## config.mk

```make
export PLATFORM = sky130hd
export DESIGN_NAME = vga_timing_rx
export DESIGN_NICKNAME = d
export VERILOG_FILES = /design/src/rtl/vga_timing_rx.sv
export SDC_FILE = /design/constraint.sdc
export NUM_CORES = 1
export LEC_CHECK = 0
export CAP_MARGIN = 10
export CELL_PAD_IN_SITES_DETAIL_PLACEMENT = 0
export CELL_PAD_IN_SITES_GLOBAL_PLACEMENT = 1
export CORE_MARGIN = 5
export CORE_UTILIZATION = 41
export CTS_CLUSTER_DIAMETER = 80
export CTS_CLUSTER_SIZE = 20
export DETAILED_ROUTE_END_ITERATION = 12
export GPL_ROUTABILITY_DRIVEN = 0
export PLACE_DENSITY = 0.77
export REMOVE_ABC_BUFFERS = 1
export SYNTH_ARGS = -nofsm -noshare
export SYNTH_HDL_FRONTEND = slang
export SYNTH_SLANG_ARGS = --single-unit
```

## constraint.sdc

```tcl
create_clock -name clock -period 2.87 [get_ports clock]
set_input_delay 0.574 -clock clock [delete_from_list [all_inputs] [get_ports clock]]
set_output_delay 0.574 -clock clock [all_outputs]
set_load 0.01 [all_outputs]
```

## src/rtl/vga_timing_rx.sv

```systemverilog
// Video input receiver: recovers pixel x/y from a raw h/v sync + RGB stream,
// qualifies active pixels and declares lock once line/frame lengths match the mode.
module vga_timing_rx #(
  parameter int   H_TOTAL_WIDTH = 11,
  parameter int   V_TOTAL_WIDTH = 11,
  parameter logic POLARITY      = 1'b1,
  parameter int   H_SYNC        = 120,
  parameter int   H_BACK        = 64,
  parameter int   H_ACT         = 800,
  parameter int   H_FRONT       = 56,
  parameter int   V_SYNC        = 6,
  parameter int   V_BACK        = 23,
  parameter int   V_ACT         = 600,
  parameter int   V_FRONT       = 37,
  parameter int   LOCK_FRAMES   = 2
) (
  input  logic                     clock,
  input  logic                     aresetn,
  input  logic                     h_sync_in,
  input  logic                     v_sync_in,
  input  logic [7:0]               R_in,
  input  logic [7:0]               G_in,
  input  logic [7:0]               B_in,
  output logic [H_TOTAL_WIDTH-1:0] current_x,
  output logic [V_TOTAL_WIDTH-1:0] current_y,
  output logic                     pix_valid,
  output logic [7:0]               R_out,
  output logic [7:0]               G_out,
  output logic [7:0]               B_out,
  output logic                     frame_start,
  output logic                     locked,
  output logic                     sync_err
);

  localparam int HW = H_TOTAL_WIDTH;
  localparam int VW = V_TOTAL_WIDTH;
  localparam logic [HW-1:0] H_LAST = HW'(H_SYNC + H_BACK + H_ACT + H_FRONT - 1);
  localparam logic [HW-1:0] H_OFF  = HW'(H_SYNC + H_BACK);
  localparam logic [HW-1:0] H_END  = HW'(H_SYNC + H_BACK + H_ACT);
  localparam logic [VW-1:0] V_LAST = VW'(V_SYNC + V_BACK + V_ACT + V_FRONT - 1);
  localparam logic [VW-1:0] V_OFF  = VW'(V_SYNC + V_BACK);
  localparam logic [VW-1:0] V_END  = VW'(V_SYNC + V_BACK + V_ACT);
  localparam logic [3:0]    GOOD_LOCK = 4'(LOCK_FRAMES);

  typedef enum logic [1:0] {ST_SEARCH = 2'd0, ST_MEASURE = 2'd1, ST_LOCKED = 2'd2} state_t;

  function automatic logic [HW-1:0] sat_inc_h(input logic [HW-1:0] v);
    return (v == '1) ? v : v + HW'(1);
  endfunction

  function automatic logic [VW-1:0] sat_inc_v(input logic [VW-1:0] v);
    return (v == '1) ? v : v + VW'(1);
  endfunction

  logic          r_hs_p0, r_vs_p0, r_hs_d_p0, r_vs_d_p0;
  logic [23:0]   r_rgb_p0;
  logic [HW-1:0] r_h_cnt;
  logic [VW-1:0] r_v_cnt;
  logic          r_h_seen, r_v_seen, r_line_bad;
  state_t        r_state, w_state_nx;
  logic [3:0]    r_good, w_good_nx;
  logic          w_hs_edge, w_vs_edge, w_line_bad, w_frame_bad, w_err, w_locked, w_active;
  logic          r_vld_p1, r_fs_p1, r_err_p1;
  logic [HW-1:0] r_x_p1;
  logic [VW-1:0] r_y_p1;
  logic [23:0]   r_rgb_p1;

  // Stage 1: input capture, syncs normalised to active-high
  always_ff @(posedge clock or negedge aresetn) begin
    if (!aresetn) begin
      r_hs_p0   <= 1'b0;
      r_vs_p0   <= 1'b0;
      r_hs_d_p0 <= 1'b0;
      r_vs_d_p0 <= 1'b0;
      r_rgb_p0  <= '0;
    end else begin
      r_hs_p0   <= h_sync_in ^ ~POLARITY;
      r_vs_p0   <= v_sync_in ^ ~POLARITY;
      r_hs_d_p0 <= r_hs_p0;
      r_vs_d_p0 <= r_vs_p0;
      r_rgb_p0  <= {R_in, G_in, B_in};
    end
  end

  assign w_hs_edge = r_hs_p0 & ~r_hs_d_p0;
  assign w_vs_edge = r_vs_p0 & ~r_vs_d_p0;

  // The first edge after reset only starts measurement; it closes no interval.
  assign w_line_bad  = w_hs_edge & r_h_seen & ((r_h_cnt != H_LAST) | (r_h_cnt == '1));
  assign w_frame_bad = w_vs_edge & r_v_seen &
                       ((r_v_cnt != V_LAST) | (r_v_cnt == '1) | r_line_bad | w_line_bad);

  always_ff @(posedge clock or negedge aresetn) begin
    if (!aresetn) begin
      r_h_cnt    <= '0;
      r_v_cnt    <= '0;
      r_h_seen   <= 1'b0;
      r_v_seen   <= 1'b0;
      r_line_bad <= 1'b0;
    end else begin
      r_h_cnt <= w_hs_edge ? '0 : sat_inc_h(r_h_cnt);
      if (w_vs_edge)      r_v_cnt <= '0;
      else if (w_hs_edge) r_v_cnt <= sat_inc_v(r_v_cnt);
      if (w_hs_edge) r_h_seen <= 1'b1;
      if (w_vs_edge) r_v_seen <= 1'b1;
      // A bad line on the vs_edge cycle belongs to the frame just closed
      if (w_vs_edge)       r_line_bad <= 1'b0;
      else if (w_line_bad) r_line_bad <= 1'b1;
    end
  end

  always_comb begin
    w_state_nx = r_state;
    w_good_nx  = r_good;
    w_err      = 1'b0;
    case (r_state)
      ST_SEARCH: begin
        if (w_vs_edge) begin
          w_state_nx = ST_MEASURE;
          w_good_nx  = '0;
        end
      end
      ST_MEASURE: begin
        w_err = w_line_bad | w_frame_bad;
        if (w_frame_bad) begin
          w_good_nx = '0;
        end else if (w_vs_edge) begin
          if (r_good + 4'd1 >= GOOD_LOCK) begin
            w_state_nx = ST_LOCKED;
            w_good_nx  = '0;
          end else begin
            w_good_nx = r_good + 4'd1;
          end
        end
      end
      ST_LOCKED: begin
        w_err = w_line_bad | w_frame_bad;
        if (w_err) begin
          w_state_nx = ST_SEARCH;
          w_good_nx  = '0;
        end
      end
      default: begin
        w_state_nx = ST_SEARCH;
        w_good_nx  = '0;
      end
    endcase
  end

  always_ff @(posedge clock or negedge aresetn) begin
    if (!aresetn) begin
      r_state <= ST_SEARCH;
      r_good  <= '0;
    end else begin
      r_state <= w_state_nx;
      r_good  <= w_good_nx;
    end
  end

  assign w_locked = (r_state == ST_LOCKED);
  assign w_active = w_locked & (r_h_cnt >= H_OFF) & (r_h_cnt < H_END) &
                    (r_v_cnt >= V_OFF) & (r_v_cnt < V_END);

  // Stage 2: registered outputs, blanked outside the active window
  always_ff @(posedge clock or negedge aresetn) begin
    if (!aresetn) begin
      r_vld_p1 <= 1'b0;
      r_x_p1   <= '0;
      r_y_p1   <= '0;
      r_rgb_p1 <= '0;
      r_fs_p1  <= 1'b0;
      r_err_p1 <= 1'b0;
    end else begin
      r_vld_p1 <= w_active;
      r_x_p1   <= w_active ? r_h_cnt - H_OFF : '0;
      r_y_p1   <= w_active ? r_v_cnt - V_OFF : '0;
      r_rgb_p1 <= w_active ? r_rgb_p0 : '0;
      r_fs_p1  <= w_active & (r_h_cnt == H_OFF) & (r_v_cnt == V_OFF);
      r_err_p1 <= w_err;
    end
  end

  assign pix_valid   = r_vld_p1;
  assign current_x   = r_x_p1;
  assign current_y   = r_y_p1;
  assign R_out       = r_rgb_p1[23:16];
  assign G_out       = r_rgb_p1[15:8];
  assign B_out       = r_rgb_p1[7:0];
  assign frame_start = r_fs_p1;
  assign locked      = w_locked;
  assign sync_err    = r_err_p1;

endmodule

```

==> metrics.md, run 1 <==
| Metric | Value |
|---|---|
| Crit path arrival time | `1.71 ns` |
| Initial antenna violation count | `0` |
| Hold Vio Cnt, Final | `0` |
| Rows | `37` |
| Crit Path Category | `reg -> out` |
| Max-cap violations | `0` |
| Via/cell ratio | `4.779` |
| Gr ovfl total | `0` |
| Die Ht | `113.3 µm` |
| Post-CTS sizing | `0` |
| Footprint of the multi-input gates | `0.001516 mm²` |
| Post-synth top flop | `dfrtp_1` |
| Tcrit/Tclk final | `0.7946` |
| Final Slew Violations | `0` |
| Register Area | `0.002703 mm²` |
| # fillers | `935` |
| Io pins | `78` |
| Commonest non-fill, non-tap cell in the layout | `dfrtp_1` |
| FMAX | `438.5 MHz` |
| CTS Buffer Depth | `2` |
| Startpoint types | `flop` |
| Setup crit end kind | `output port` |
| Synth unique cells | `52` |
| Routed WL | `8434 µm` |
| Unrepaired setup endpoints after global routing | `no` |
| Clock Sink Count | `108` |
| Fraction of layout cells with a size suffix above 1 | `0.07366` |
| Hold Buf Count CTS | `0` |
| Yosys top cell by area | `dfrtp_1` |
| Endpoints failing setup | `0` |
| #FFs+latches synth | `108` |
| Wire per inst | `14.44 µm` |
| H-tree depth | `3` |
| Antenna Cells | `0` |
| Outcome | `finished clean` |
| Area Growth Syn to Fin | `24.70%` |
| Vias in the first global route | `2830` |
| Root Driver | `clkbuf_8` |
| Final setup skew | `0.01345 ns` |
| Worst-skew pair later-pin latency | `0.37 ns` |
| CTS clk-pin slew, worst paths | `0.10 ns` |
| Cts bufs inserted | `9` |
| Detail Route Antenna Nets | `0` |
| Req. time, crit path | `2.30 ns` |
| Vias | `2791` |
| Drt first pass iters | `4` |
| Post-DP HPWL | `5872 µm` |
| Post-Synthesis Cells | `371` |
| Setup Buffers After CTS | `0` |
| Commonest non-fill, non-tap cells in the layout | `108 x dfrtp_1, 76 x clkdlybuf4s50_1, 57 x nor2_1, 33 x and2_1, 22 x xnor2_1` |
| Final Core Density | `0.5257` |
| Overall global routing resource usage | `0.1386` |
| DIE AREA | `0.01283 mm²` |
| Fraction of registers with async set or reset after synthesis | `1.000` |
| Worst ir drop on vdd | `0.3960 mV` |
| Die Wd | `113.3 µm` |
| HP Class | `in -> async` |
| Synth warnings | `0` |
| Netlist Area Pre-Place | `0.004372 mm²` |
| Mean Syn Cell Area | `11.78 µm²` |
| Port Buffers | `77` |
| Rel. slew slack | `0.6297` |
| Fin nets | `483` |
| Post-route DRC | `0` |
| Final Critical Period | `2.280 ns` |
| CTS tree | `built` |
| Core footprint | `0.01037 mm²` |
| TNS Setup | `0 ns` |
| Synth top area share | `0.6182` |
| Initial Util | `0.4216` |
| Max FO, Critical Path | `3` |
| Wire length of the first global-routing pass | `14030 µm` |
| Register area share after synthesis | `0.6182` |
| Number of enable flip-flop cells after synthesis | `0` |
| Worst-Margin Slew | `0.5513 ns` |
| Pwr per Cell Area | `565.7 mW/mm²` |
| Top post-synthesis cells by area | `dfrtp_1 62%, nor2_1 4.9%, and2_1 4.7%` |
| 1st-iter DRT viols | `85` |
| Cell leakage power | `2.464 nW` |
| Largest net degree at the start of global routing | `109` |
## cell usage after synthesis, drive strengths merged, types with 2 or more instances
master	n
a2111oi	3
a211oi	5
a21oi	10
a31oi	4
and2	33
and3	5
buf	15
clkbuf	4
dfrtp	108
ha	11
inv	12
nand2	14
nand2b	4
nand3	9
nand3b	2
nand4	3
nor2	57
nor2b	2
nor3	7
nor4	3
nor4b	3
o21a	3
o21ai	5
o21bai	2
or3	2
xnor2	22
xor2	6
## final timing paths
path / from / endpoint / slack (ns) / cells past startpoint
setup / recovery: r_state[0]$_DFFE_PN0P_ / locked / 0.59 / 3
min in group clock: r_hs_p0$_DFF_PN0_ / r_hs_d_p0$_DFF_PN0_ / 0.40 / 0
hold reg to reg: r_hs_p0$_DFF_PN0_ / r_hs_d_p0$_DFF_PN0_ / 0.40 / 0
hold / removal: aresetn / r_rgb_p1[9]$_DFF_PN0_ / 0.26 / 2
setup reg to reg: r_h_cnt[0]$_DFFE_PN0P_ / r_state[0]$_DFFE_PN0P_ / 0.68 / 6
max in group asynchronous: aresetn / current_x[5]$_DFF_PN0_ / 2.19 / 2
## report_power, final
| part | switching [W] | internal [W] |
|---|---|---|
| sequential | 0.0000769 | 0.00160 |
| clock | 0.000497 | 0.000453 |
| combinational | 0.000234 | 0.000225 |
| total | 0.000809 | 0.00228 |
## worst max-delay path, cell delays in order, from the launching register on
cell,delay (ns)
dfrtp_1,0.42
inv_1,0.09
ha_1,0.25
clkdlybuf4s50_1,0.57
## state kept, by name, indices dropped and copies added, names as in the netlist
signal and count:
r_h_seen 1, r_rgb_p0 24, sync_err 1, current_x 11
r_vs_p0 1, current_y 11, frame_start 1, r_h_cnt 11
r_v_cnt 11, r_line_bad 1, r_good 4, r_vs_d_p0 1
pix_valid 1, r_v_seen 1, r_hs_p0 1, r_hs_d_p0 1
r_state 2, r_rgb_p1 24
## logic make-up (layout without fill, tap and decap cells)
group                      Yosys count  in the layout  share of synthesized area
muxes                                2              2                   0.005723
and+or+nand+nor                    150            150                     0.1829
AOI/OAI and AO/OA                   41             41                    0.07069
adders and majority gates           11             11                    0.03148
DFF                                108            108                     0.6182
buffers and inverters               31            108                    0.03491
xor gates and xnor gates            28             28                    0.05609
## per-layer routing
layer / vias up / GRT usage / share of wire
li1: 1376 / - / -
met3: 13 / 0.03529 / 0.064
met5: - / 0 / 0
met1: 1316 / 0.1965 / 0.50
met4: 0 / 0.05849 / 0.019
met2: 86 / 0.2026 / 0.42
## cell type report
| class | count | share of cell area |
|---|---|---|
| inverters | 12 | 0.008263 |
| repair buffers | 81 | 0.1487 |
| clock inverters | 4 | 0.01010 |
| well taps | 136 | 0.03121 |
| multi-input cells | 232 | 0.2782 |
| clock buffers | 11 | 0.02777 |
| flip-flops and latches | 108 | 0.4958 |
## through the flow
stage	area [µm²]	hold slack, ns	setup slack [ns]	total power [W]	cells
after floorplan	4264	0.2784	0.8007	0.001987	352
after global placement	5245	0.3789	0.7570	0.002150	569
after detailed placement	5245	0.3823	0.6870	0.002170	569
after CTS	5451	0.2742	0.5574	0.003128	584
after global routing	5451	0.3176	0.4871	0.003267	584
final	5451	0.2575	0.5896	0.003084	584
Note: power is estimated with default switching activity, not from simulation.
==> inputs of run 2 (changes only) <==
==> constraint.sdc (replaced) <==
create_clock -name clock -period 2.1 [get_ports clock]
set_input_delay 0.42 -clock clock [delete_from_list [all_inputs] [get_ports clock]]
set_output_delay 0.42 -clock clock [all_outputs]
set_load 0.01 [all_outputs]
==> run 2 against run 1 <==
Compared with the run above: combinational power is 59% higher; setup slack worse by 0.56 ns; clock skew is 0.0038 ns lower; wire length is 6.4% higher; register-to-register slack worse by 0.65 ns; sequential power is 36% higher; via count is 5.4% higher; first-iteration DRC count is 67% higher; core utilization is 2.0 points higher; critical path depth is 4 higher.
==> metrics.md, run 2 (same netlist as run 1, synthesis figures left out) <==
| Metric | Value |
|---|---|
| Overall global routing resource usage | `0.1458 (was 0.1386)` |
| Final Critical Period | `2.071 ns` |
| Worst ir drop on vdd | `0.5250 mV (was 0.3960 mV)` |
| Initial antenna violation count | `0 (unchanged)` |
| Endpoints failing setup | `0 (unchanged)` |
| Crit Reg-Reg Startpoint | `r_v_cnt[1]$_DFFE_PN0P_ (was r_h_cnt[0]$_DFFE_PN0P_)` |
| Startpoint types | `flop (unchanged)` |
| Critical-path top delay cell | `dfrtp_2 (was clkdlybuf4s50_1)` |
| Wire per inst | `14.73 µm (was 14.44 µm)` |
| Rel. slew slack | `0.6100 (was 0.6297)` |
| # fillers | `934 (was 935)` |
| Register-to-register setup slack | `0.03 ns (was 0.68 ns)` |
| CP max stage delay | `0.45 ns (was 0.57 ns)` |
| 1st-iter DRT viols | `142 (was 85)` |
| Sequential share of power | `0.521 (was 0.543)` |
| Final setup skew | `0.009662 ns (was 0.01345 ns)` |
| Root Driver | `clkbuf_8 (unchanged)` |
| Met2 usage | `0.2168 (was 0.2026)` |
| Hold Vio Cnt, Final | `0 (unchanged)` |
| Worst-Margin Slew | `0.5789 ns (was 0.5513 ns)` |
| Final Core Density | `0.5461 (was 0.5257)` |
| Final Slew Violations | `0 (unchanged)` |
| DIE AREA | `0.01283 mm² (unchanged)` |
| Die Ht | `113.3 µm (unchanged)` |
| Post-route DRC | `0 (unchanged)` |
| Crit path arrival time | `2.34 ns (was 1.71 ns)` |
| Commonest non-fill, non-tap cell in the layout | `dfrtp_1 (unchanged)` |
| Tot Pwr | `0.004347 W (was 0.003084 W)` |
| Psw | `0.001164 W (was 0.0008086 W)` |
| Pwr per Cell Area | `767.6 mW/mm² (was 565.7 mW/mm²)` |
| Top flop regs | `r_rgb_p0 (24), r_rgb_p1 (24) (unchanged)` |
| Antenna Cells | `0 (unchanged)` |
| Crit Path Category | `reg -> reg (was reg -> out)` |
| Initial Util | `0.4216 (unchanged)` |
| HP Class | `in -> async (unchanged)` |
| Cts bufs inserted | `9 (unchanged)` |
| Final worst slack | `0.02902 ns (was 0.5896 ns)` |
| Setup Buffers After CTS | `0 (unchanged)` |
| CTS clk-pin slew, worst paths | `0.10 ns (about the same)` |
| H-tree depth | `3 (unchanged)` |
| Clock Sink Count | `108 (unchanged)` |
| Post-DP HPWL | `6389 µm (was 5872 µm)` |
| Core footprint | `0.01037 mm² (unchanged)` |
| Setup crit end kind | `flop (was output port)` |
| Max-cap violations | `0 (unchanged)` |
| Fraction of layout cells with a size suffix above 1 | `0.1268 (was 0.07366)` |
| Routed WL | `8973 µm (was 8434 µm)` |
| Comb pwr share | `0.168 (was 0.149)` |
| Vias | `2943 (was 2791)` |
| Area Growth Syn to Fin | `29.54% (was 24.70%)` |
| Vias in the first global route | `2987 (was 2830)` |
| CTS tree | `built (unchanged)` |
| Clock power share | `0.310 (was 0.308)` |
| Switching share of power | `0.2678 (was 0.2622)` |
| Met3 Usage GRT | `0.03476 (was 0.03529)` |
| Unrepaired setup endpoints after global routing | `yes (was no)` |
| Tcrit/Tclk final | `0.9862` |
| Outcome | `finished clean (unchanged)` |
| Drt first pass iters | `4 (unchanged)` |
| Gr busiest metal | `met2 (unchanged)` |
| Largest net degree at the start of global routing | `97 (was 109)` |
| Rows | `37 (unchanged)` |
| CTS Buffer Depth | `2 (unchanged)` |
| Worst-skew pair later-pin latency | `0.37 ns (about the same)` |
| Critical path origin | `r_v_cnt[1]$_DFFE_PN0P_ (was r_state[0]$_DFFE_PN0P_)` |
| R2R depth | `7 (was 6)` |
| Internal power | `0.003183 W (was 0.002275 W)` |
| Fin nets | `507 (was 483)` |
| Detail Route Antenna Nets | `0 (unchanged)` |
| Reg-to-Reg End | `r_state[0]$_DFFE_PN0P_ (unchanged)` |
| Gr ovfl total | `0 (unchanged)` |
| Req. time, crit path | `2.37 ns (was 2.30 ns)` |
| Commonest non-fill, non-tap cells in the layout | `106 x dfrtp_1, 75 x clkdlybuf4s50_1, 57 x nor2_1, 33 x and2_1, 27 x buf_4 (was 108 x dfrtp_1, 76 x clkdlybuf4s50_1, 57 x nor2_1, 33 x and2_1, 22 x xnor2_1)` |
| FMAX | `482.9 MHz` |
| Io pins | `78 (unchanged)` |
| Wire length of the first global-routing pass | `14720 µm (was 14030 µm)` |
| Port Buffers | `77 (unchanged)` |
| Crit-path cells | `inv_1 > ha_1 > nor4b_4 > nand3_1 > o2111a_1 > a211oi_2 > mux2_4 (was inv_1 > ha_1 > clkdlybuf4s50_1)` |
| Max FO, Critical Path | `6 (was 3)` |
| Post-Place Setup Slack | `0.01572 ns (was 0.6870 ns)` |
| Die Wd | `113.3 µm (unchanged)` |
| Grt met1 use | `0.2003 (was 0.1965)` |
| Via/cell ratio | `4.833 (was 4.779)` |
| Cell leakage power | `2.613 nW (was 2.464 nW)` |
## run 2: cell types whose count changed in the layout (fill, tap and decap cells not counted), sizes merged
cell,previous run,this run
clkinv,0,3
dlygate4sd3,0,1
dlymetal6s2s,0,1
inv,14,13
clkdlybuf4s50,76,75
buf,5,28
clkinvlp,1,0
## run 2: area by class of cell
type / instances / area [µm²] / area share
Sequential cell: 108 / 2705 / 0.4777
Multi-Input combinational cell: 232 / 1528 / 0.2698
Timing Repair Buffer: 105 / 996.0 / 0.1759
Tap cell: 136 / 170.2 / 0.03005
Clock buffer: 11 / 151.4 / 0.02673
Clock inverter: 5 / 67.56 / 0.01193
Inverter: 12 / 45.04 / 0.007954
## run 2: worst max-delay path by stage
| stage | endpoint | cells after the start |
|---|---|---|
| finish | r_state[0]$_DFFE_PN0P_ | 7 |
| global placement | r_state[0]$_DFFE_PN0P_ | 6 |
| global route | r_v_cnt[9]$_DFFE_PN0P_ | 7 |
| CTS | locked | 3 |
| floorplan | current_x[2]$_DFF_PN0_ | 6 |
| detailed placement | r_state[0]$_DFFE_PN0P_ | 7 |
## run 2: power by group through the flow
| stage | combinational [W] | sequential [W] | clock (W) |
|---|---|---|---|
| floorplan | 0.000415 | 0.00230 | 0 |
| global placement | 0.000710 | 0.00230 | 0 |
| detailed placement | 0.000731 | 0.00230 | 0 |
| CTS | 0.000747 | 0.00227 | 0.00139 |
| global route | 0.000826 | 0.00228 | 0.00149 |
| finish | 0.000731 | 0.00227 | 0.00135 |
## run 2: worst max-delay path, delay by kind of cell (launching register included)
family	cells	cell delay, ns
AOI/OAI and AO/OA	2	0.51
adders and majority gates	1	0.21
buffers and inverters	1	0.09
DFF	1	0.45
muxes	1	0.32
and+or+nand+nor	2	0.39
## run 2: metrics by stage
| stage | instance area (µm²) | TNS [ns] | hold slack, ns | instances |
|---|---|---|---|---|
| after floorplan | 4264 | 0 | 0.1244 | 352 |
| after global placement | 5418 | 0 | 0.2738 | 592 |
| after detailed placement | 5418 | 0 | 0.2761 | 592 |
| after CTS | 5659 | 0 | 0.4063 | 609 |
| after global routing | 5663 | -0.8987 | 0.4212 | 609 |
| final | 5663 | 0 | 0.4154 | 609 |
## run 2: timing repair
item | 4_1_cts | 5_1_grt
hold endpoints to repair | 12 | 0
hold buffers | 1 | 0
resized for setup | 3 | 2
endpoints found under the setup margin | 2 | 29
pin swaps | 0 | 1
## run 2: layer usage
layer,routed length (µm),part of all wire,up-vias
met5,0,0,-
met4,181,0.020,0
met3,602,0.067,16
met2,3874,0.43,87
met1,4315,0.48,1419
li1,-,-,1421
==> inputs of run 3 (changes only) <==
--- a/config.mk
+++ b/config.mk
@@ -16,6 +16,7 @@
 export GPL_ROUTABILITY_DRIVEN = 0
 export PLACE_DENSITY = 0.77
 export REMOVE_ABC_BUFFERS = 1
+export SLEW_MARGIN = 5
 export SYNTH_ARGS = -nofsm -noshare
 export SYNTH_HDL_FRONTEND = slang
 export SYNTH_SLANG_ARGS = --single-unit
==> results of run 3 <==
No change in the layout: final DEF, timing and power equal those of run 2.
